`src/rtl/dct_transpose_buf.sv`:
```
// ---------------------------------------------------------------------------
// dct_transpose_buf
//
// Corner-turn buffer between the row-pass and column-pass of an 8x8 2-D DCT.
// Rows of a block are written in acceptance order (row 0..7, element 0..7),
// and the block is then read out column by column (column 0..7), where
// output j of column c is element c of input row j, unchanged.
//
// Build option:
//   TRANSPOSE_PINGPONG_EN  defined   -> two banks; one fills while the other
//                                       drains, so full-rate streaming runs
//                                       with no bubbles.
//                          undefined -> one bank; the writer stalls while a
//                                       full block drains.
//
// Ports:
//   clk                 single clock, all state on the rising edge
//   rst_n               asynchronous, active-low reset
//   i_in_valid          row presented by the row-pass DCT
//   o_in_ready          current write bank is FREE, a row can be taken
//   i_in0..i_in7        row elements, column index 0..7
//   o_out_valid         a column is presented to the column-pass DCT
//   i_out_ready         downstream accepts the column this cycle
//   o_out0..o_out7      column elements, row index 0..7 (zero when idle)
//   o_out_last          high with column 7 of a block
//
// Bank state table:
//   state     | meaning
//   BANK_FREE | bank may be written; its contents are never shown on outputs
//   BANK_FULL | bank holds a complete block and is being read out by column
// ---------------------------------------------------------------------------
module dct_transpose_buf #(
  parameter int DATA_W = 16
) (
  input  logic              clk,
  input  logic              rst_n,
  input  logic              i_in_valid,
  output logic              o_in_ready,
  input  logic [DATA_W-1:0] i_in0,
  input  logic [DATA_W-1:0] i_in1,
  input  logic [DATA_W-1:0] i_in2,
  input  logic [DATA_W-1:0] i_in3,
  input  logic [DATA_W-1:0] i_in4,
  input  logic [DATA_W-1:0] i_in5,
  input  logic [DATA_W-1:0] i_in6,
  input  logic [DATA_W-1:0] i_in7,
  output logic              o_out_valid,
  input  logic              i_out_ready,
  output logic [DATA_W-1:0] o_out0,
  output logic [DATA_W-1:0] o_out1,
  output logic [DATA_W-1:0] o_out2,
  output logic [DATA_W-1:0] o_out3,
  output logic [DATA_W-1:0] o_out4,
  output logic [DATA_W-1:0] o_out5,
  output logic [DATA_W-1:0] o_out6,
  output logic [DATA_W-1:0] o_out7,
  output logic              o_out_last
);

`ifdef TRANSPOSE_PINGPONG_EN
  localparam int NB = 2;
`else
  localparam int NB = 1;
`endif

  typedef enum logic {
    BANK_FREE = 1'b0,
    BANK_FULL = 1'b1
  } bank_st_t;

  bank_st_t          r_bank_st [NB];
  logic              r_wr_bank;
  logic              r_rd_bank;
  logic [2:0]        r_wr_row;
  logic [2:0]        r_rd_col;

  // Storage is deliberately not reset: a bank is only ever shown on the
  // outputs after all eight of its rows have been rewritten.
  logic [DATA_W-1:0] r_mem [NB][8][8];

  logic [DATA_W-1:0] w_in  [8];
  logic [DATA_W-1:0] w_col [8];
  logic              w_in_xfer;
  logic              w_out_xfer;

  assign w_in[0] = i_in0;
  assign w_in[1] = i_in1;
  assign w_in[2] = i_in2;
  assign w_in[3] = i_in3;
  assign w_in[4] = i_in4;
  assign w_in[5] = i_in5;
  assign w_in[6] = i_in6;
  assign w_in[7] = i_in7;

  // Both handshakes come straight from bank state flops, so in_ready has no
  // combinational path from out_ready and a bank freed on one edge only
  // becomes writable on the next.
  assign o_in_ready  = (r_bank_st[r_wr_bank] == BANK_FREE);
  assign o_out_valid = (r_bank_st[r_rd_bank] == BANK_FULL);

  assign w_in_xfer  = i_in_valid  && o_in_ready;
  assign w_out_xfer = o_out_valid && i_out_ready;

  always_ff @(posedge clk or negedge rst_n) begin
    if (!rst_n) begin
      for (int b = 0; b < NB; b++) begin
        r_bank_st[b] <= BANK_FREE;
      end
      r_wr_bank <= 1'b0;
      r_rd_bank <= 1'b0;
      r_wr_row  <= 3'd0;
      r_rd_col  <= 3'd0;
    end else begin
      // The write and read sides never touch the same bank on one edge:
      // writing needs FREE, reading needs FULL.
      if (w_in_xfer) begin
        r_wr_row <= r_wr_row + 3'd1;
        if (r_wr_row == 3'd7) begin
          r_bank_st[r_wr_bank] <= BANK_FULL;
`ifdef TRANSPOSE_PINGPONG_EN
          r_wr_bank <= ~r_wr_bank;
`else
          r_wr_bank <= 1'b0;
`endif
        end
      end
      if (w_out_xfer) begin
        r_rd_col <= r_rd_col + 3'd1;
        if (r_rd_col == 3'd7) begin
          r_bank_st[r_rd_bank] <= BANK_FREE;
`ifdef TRANSPOSE_PINGPONG_EN
          r_rd_bank <= ~r_rd_bank;
`else
          r_rd_bank <= 1'b0;
`endif
        end
      end
    end
  end

  always_ff @(posedge clk) begin
    if (w_in_xfer) begin
      for (int c = 0; c < 8; c++) begin
        r_mem[r_wr_bank][r_wr_row][c] <= w_in[c];
      end
    end
  end

  // Column read is a plain mux of stored flops, so the outputs stay stable
  // for as long as the read pointer does (i.e. while stalled).
  always_comb begin
    for (int j = 0; j < 8; j++) begin
      w_col[j] = '0;
      if (o_out_valid) begin
        w_col[j] = r_mem[r_rd_bank][j][r_rd_col];
      end
    end
  end

  assign o_out0     = w_col[0];
  assign o_out1     = w_col[1];
  assign o_out2     = w_col[2];
  assign o_out3     = w_col[3];
  assign o_out4     = w_col[4];
  assign o_out5     = w_col[5];
  assign o_out6     = w_col[6];
  assign o_out7     = w_col[7];
  assign o_out_last = o_out_valid && (r_rd_col == 3'd7);

endmodule

```
`config.mk`:
```
export PLATFORM = sky130hd
export DESIGN_NAME = dct_transpose_buf
export DESIGN_NICKNAME = d
export VERILOG_FILES = /design/src/rtl/dct_transpose_buf.sv
export SDC_FILE = /design/constraint.sdc
export NUM_CORES = 1
export LEC_CHECK = 0
export BUFFER_PORTS_ARGS = -buffer_cell sky130_fd_sc_hd__buf_2
export CAP_MARGIN = 30
export CORE_MARGIN = 2
export CORE_UTILIZATION = 35
export DETAILED_ROUTE_END_ITERATION = 12
export GPL_TIMING_DRIVEN = 0
export SLEW_MARGIN = 10
export SYNTH_ARGS = -nofsm -noshare
export SYNTH_HDL_FRONTEND = slang
export SYNTH_SLANG_ARGS = --single-unit
export TNS_END_PERCENT = 10
```
`constraint.sdc`:
```
create_clock -name clk -period 25.4 [get_ports clk]
set_input_delay 1.27 -clock clk [delete_from_list [all_inputs] [get_ports clk]]
set_output_delay 1.27 -clock clk [all_outputs]
set_load 0.03 [all_outputs]
```
# Word level (Yosys, flattened, before mapping)
# Memory sizes are Yosys's and may differ from the RTL's.
# Index checks and enable logic that the tools add are counted.
# op_classes
n_addsub	2
magnitude_cmp	3
eq_ne	2
n_mux	61
n_bitwise	3
reduce_logical	4
# op_table
op	count
$mux 1024	8
$demux 128 s3	8
$mux 16	25
$bmux 16 s3	8
$mux 128	1
$mux 112	1
$mux 96	1
$mux 80	1
$mux 64	1
$mux 48	1
$mux 32	1
$ge 4x4->1 const B	2
$not 3->4	2
$add 3x1->3 const B	2
$eq 3x3->1 const B	2
$mux 1	5
$logic_and 1x1->1	4
$lt 4x1->1 const B	1
$not 1->1	1
# totals
reg_bits	7
ramBits	1024
inputBits	132
word_cells	79
memories	1
# mem_list
memory	words	word_bits	rd	rd_ports_with_merged_regs	wr	line	rtl
r_mem	1	1024	1	0	8	79	logic [DATA_W-1:0] r_mem [NB][8][8];

# Longest topological paths before layout
# logic_depth
word_depth	6
mapped_depth	6

# Worst setup path before layout
# No wires, ideal clock.
# synth_path
path_type	input to register
from	input port i_in_valid
to	memory r_mem[0][1000] (netlist name) (enable)
arrival_ns	10.373
t_required_ns	24.628
setup_slack_ns	14.256
stages	3
n_path_buf	0
cell_sequence	nor2b_1 > nand2b_1 > nor3_1
# synth_lines
item	line	rtl
from (decl)	37	input logic i_in_valid,
to (decl)	79	

# Final worst setup path
# layout_path
from	register r_bank_st
to	output port o_out4[1]
# layout_between
elab_chain_cells	1
# layout_rtl
item	line	rtl
from (decl)	71	bank_st_t r_bank_st [NB];
from (signal, indexed assignment)	107	r_bank_st[b] <= BANK_FREE;
from (signal, indexed assignment)	119	r_bank_st[r_wr_bank] <= BANK_FULL;
from (signal, indexed assignment)	130	r_bank_st[r_rd_bank] <= BANK_FREE;
$mux 16	154	if (o_out_valid) begin
to (decl)	53	output logic [DATA_W-1:0] o_out4,
# No other way between the ends.

==> impl_metrics.py <==
metrics = {
    "route": {
        "wl_um": 125000,
        "drc_errors": 0,
        "ant_nets": 0,
        "dr.pass1.iters": 5,
        "dr_total_vias": 21592,
        "drt_iter0_markers": 2957,
        "avgViaCountPerCell": 5.46,
        "wire_per_inst_um": 31.7,
    },
    "logic_synthesis": {
        "synth.yosys.seq_area_share": 0.777,
        "synth_top_area_frac": 0.772,
        "synth-edff-count": 1024,
        "ys_top_cells_by_area": "edfxtp_1 77%, mux2_2 7.4%, mux4_2 7.2%",
        "synth-xor-area-share": 0.000440,
        "synth-adder-area-share": 0.00126,
        "synthCells": 1944,
        "async_flop_share": 0.00679,
        "synth_top_family_by_area": "multiplexers",
        "synth_ff_type": "edfxtp_1",
        "avgSynthCellArea_sq_um": 20.5,
        "syn_nets": 2080,
        "synth-simple-area-share": 0.00220,
        "synthDistinctLibCells": 23,
        "synth_compound_area_frac": 0.0445,
        "yosys_register_bits": 1031,
        "synth_area_leader_cell": "edfxtp_1",
        "synthMuxAreaShare": 0.146,
        "yosys_warnings": 0,
        "syn-cell-area_sq_mm": 0.0398,
    },
    "clock_tree": {
        "clk-insertion-delay-late_ns": 0.69,
        "cts_tree": "yes",
        "numCtsBuffers": 100,
        "cts_hold_buf": 0,
        "cts_max_level": 3,
        "cts_sinks": 1031,
        "path_clk_slew_ns": 0.06,
        "cts_resized": 0,
        "root_buffer": "clkbuf_16",
        "cts_buffer_depth": 3,
        "post_cts_buffers": 0,
    },
    "power_and_ir_drop": {
        "powerDensity_mw_per_mm2": 125,
        "leakagePower_uw": 0.0157,
        "peakVddDrop_uv": 91.9,
    },
    "timing": {
        "finalCriticalPeriod_ns": 5.09,
        "final.setup_skew_ns": 0.0340,
        "rsz0062_at_grt": "false",
        "fmax_ghz": 0.196,
        "setup_tns_ns": 0,
        "slew_headroom": 0.242,
        "setup_violations": 0,
        "layout_worst_path_cycle_share": 0.201,
        "final-hold-violation-count": 0,
        "maxSlewViolCount": 0,
        "worstMarginPinSlew_ns": 1.14,
    },
    "worst_setup_path": {
        "cp-startpoint": "r_bank_st",
        "crit_type": "reg -> out",
        "crit_end": "o_out4[1]",
        "crit_required_ns": 24.13,
        "r2r_setup_slack_ns": 21.84,
        "ff2ff_path_depth": 9,
        "cp_max_fo": 10,
        "cp-end-kind": "output port",
        "r2r_start": "r_bank_st",
        "cp.arrival_ns": 3.82,
        "timing.rr.end": "r_mem[0][788]",
        "crit_path_start_kind": "flop",
    },
    "die": {
        "start_util": 0.353,
        "io_pins": 263,
        "dieArea_sq_mm": 0.116,
        "die_w_um": 341,
        "die_y_um": 341,
        "placeableCoreArea_sq_mm": 0.113,
        "std_cell_rows": 123,
    },
    "place": {
        "place_hpwl_um": 88700,
        "placed_cells_incl_taps": 3760,
        "place_congestion": 0.904,
        "postPlaceCellArea_sq_mm": 0.0438,
        "portBuffers": 262,
    },
    "layout": {
        "finalInstanceArea_sq_mm": 0.0471,
        "layout-drive-gt1-share": 0.373,
        "regArea_sq_mm": 0.0309,
        "n_fill_cell": 9844,
        "fin_cells": 3953,
        "area_delta_synth_final_pct": 18.4,
        "fin_nets": 2499,
        "multi_input_area_sq_mm": 0.00779,
    },
    "grt": {
        "grt_max_degree": 37,
        "antenna_found_initial": 20,
        "grt_overflow_total": 0,
        "grt_pass1_wl_um": 170000,
        "first_global_vias": 21417,
        "grt_use_total": 0.212,
    },
    "status": {
        "status": "complete, no violations",
    },
    "hold_path": {
        "hp-class": "in -> async",
    },
    "job": {
        "maxCapViolCount": 0,
    },
}
==> sequential cells by signal (all words and copies together) (netlist names) <==
name       flops
r_wr_row       3
r_mem       1024
r_bank_st      1
r_rd_col       3
==> cell type report <==
class	instances	area share
timing repair buffer	317	0.0447
sequential	1031	0.656
inverter	129	0.0103
buffer	114	0.0140
clock buffer	130	0.0557
multi-input combinational	670	0.165
antenna	7	0.000372
clock inverter	55	0.0134
tap	1500	0.0398
==> metal layers <==
layer  routed length, um  GRT usage
met5                  69          0
met4                5230     0.0876
met3               13400     0.0506
met2               58500      0.334
met1               48100      0.282
==> placed cells by master (no fill, tap or decap), types with 3 or more instances in the layout <==
| master | count |
|---|---|
| inv_16 | 5 |
| clkinv_1 | 19 |
| ha_1 | 4 |
| nand2b_1 | 4 |
| o221ai_1 | 128 |
| clkinv_2 | 13 |
| mux4_2 | 128 |
| clkbuf_1 | 77 |
| mux2_2 | 260 |
| bufinv_16 | 10 |
| buf_4 | 28 |
| dfrtp_1 | 7 |
| buf_8 | 13 |
| buf_1 | 4 |
| buf_12 | 23 |
| clkinvlp_4 | 5 |
| buf_6 | 14 |
| a21oi_1 | 130 |
| edfxtp_1 | 1024 |
| buf_2 | 299 |
| nand2_1 | 3 |
| inv_1 | 129 |
| diode_2 | 7 |
| clkbuf_16 | 100 |
| nor2_4 | 6 |
==> stage by stage <==
step	power [uW]	hold slack (ns)	setup WS, ns	util
floorplan	3400	0.480	14.26	-
global placement	4400	0.493	9.41	0.382
detailed placement	4420	0.519	21.04	0.389
CTS	5890	0.397	20.32	0.418
global route	6040	0.418	20.13	0.418
finish	5890	0.423	20.31	0.418
==> how the worst min path moves through the flow <==
stage                     cells after the start   startpoint  slack, ns          end
after floorplan                               1  r_wr_row[0]       0.48  r_wr_row[0]
after global placement                        1  r_wr_row[0]       0.49  r_wr_row[0]
after detailed placement                      1  r_wr_row[0]       0.52  r_wr_row[0]
after CTS                                     1        rst_n       0.40  r_rd_col[2]
after global routing                          1        rst_n       0.42  r_rd_col[2]
final                                         1        rst_n       0.42  r_rd_col[2]
==> cells in the mapped netlist (2+ instances only) <==
master and number:
nor2_1 6, buf_8 10, clkbuf_1 48, a21oi_1 130, buf_2 37, o221ai_1 128, edfxtp_1 1024, mux4_2 128
mux2_2 260, inv_1 129, buf_1 4, nor3_1 2, nand2b_1 4, buf_6 5, nand2_1 3, dfrtp_1 7
buf_4 10, ha_1 4
==> report_power, final <==
part           switching, uW  internal (uW)  leakage, uW  total, uW
Clock                    645            838      0.00157       1480
Sequential              34.3           2010      0.00932       2040
Combinational           1660            701      0.00485       2360
==> worst max-delay path, cell delays in order, from the launching register on <==
cell and delay (ns):
dfrtp_1 0.36, buf_2 0.19, clkbuf_1 0.37, clkbuf_1 0.80, o221ai_1 0.59, a21oi_1 0.51
buf_2 0.29
==> logic make-up (layout without fill, tap and decap cells) <==
| kind of cell | count (synthesis) | count (layout) |
|---|---|---|
| adders and majority gates | 4 | 4 |
| xor gates and xnor gates | 2 | 2 |
| buffers and inverters | 243 | 745 |
| other | 0 | 7 |
| AOI/OAI and AO/OA | 258 | 258 |
| and+or+nand+nor | 18 | 18 |
| muxes | 388 | 388 |
| DFF | 1031 | 1031 |
Power figures use the tool's default switching activity.
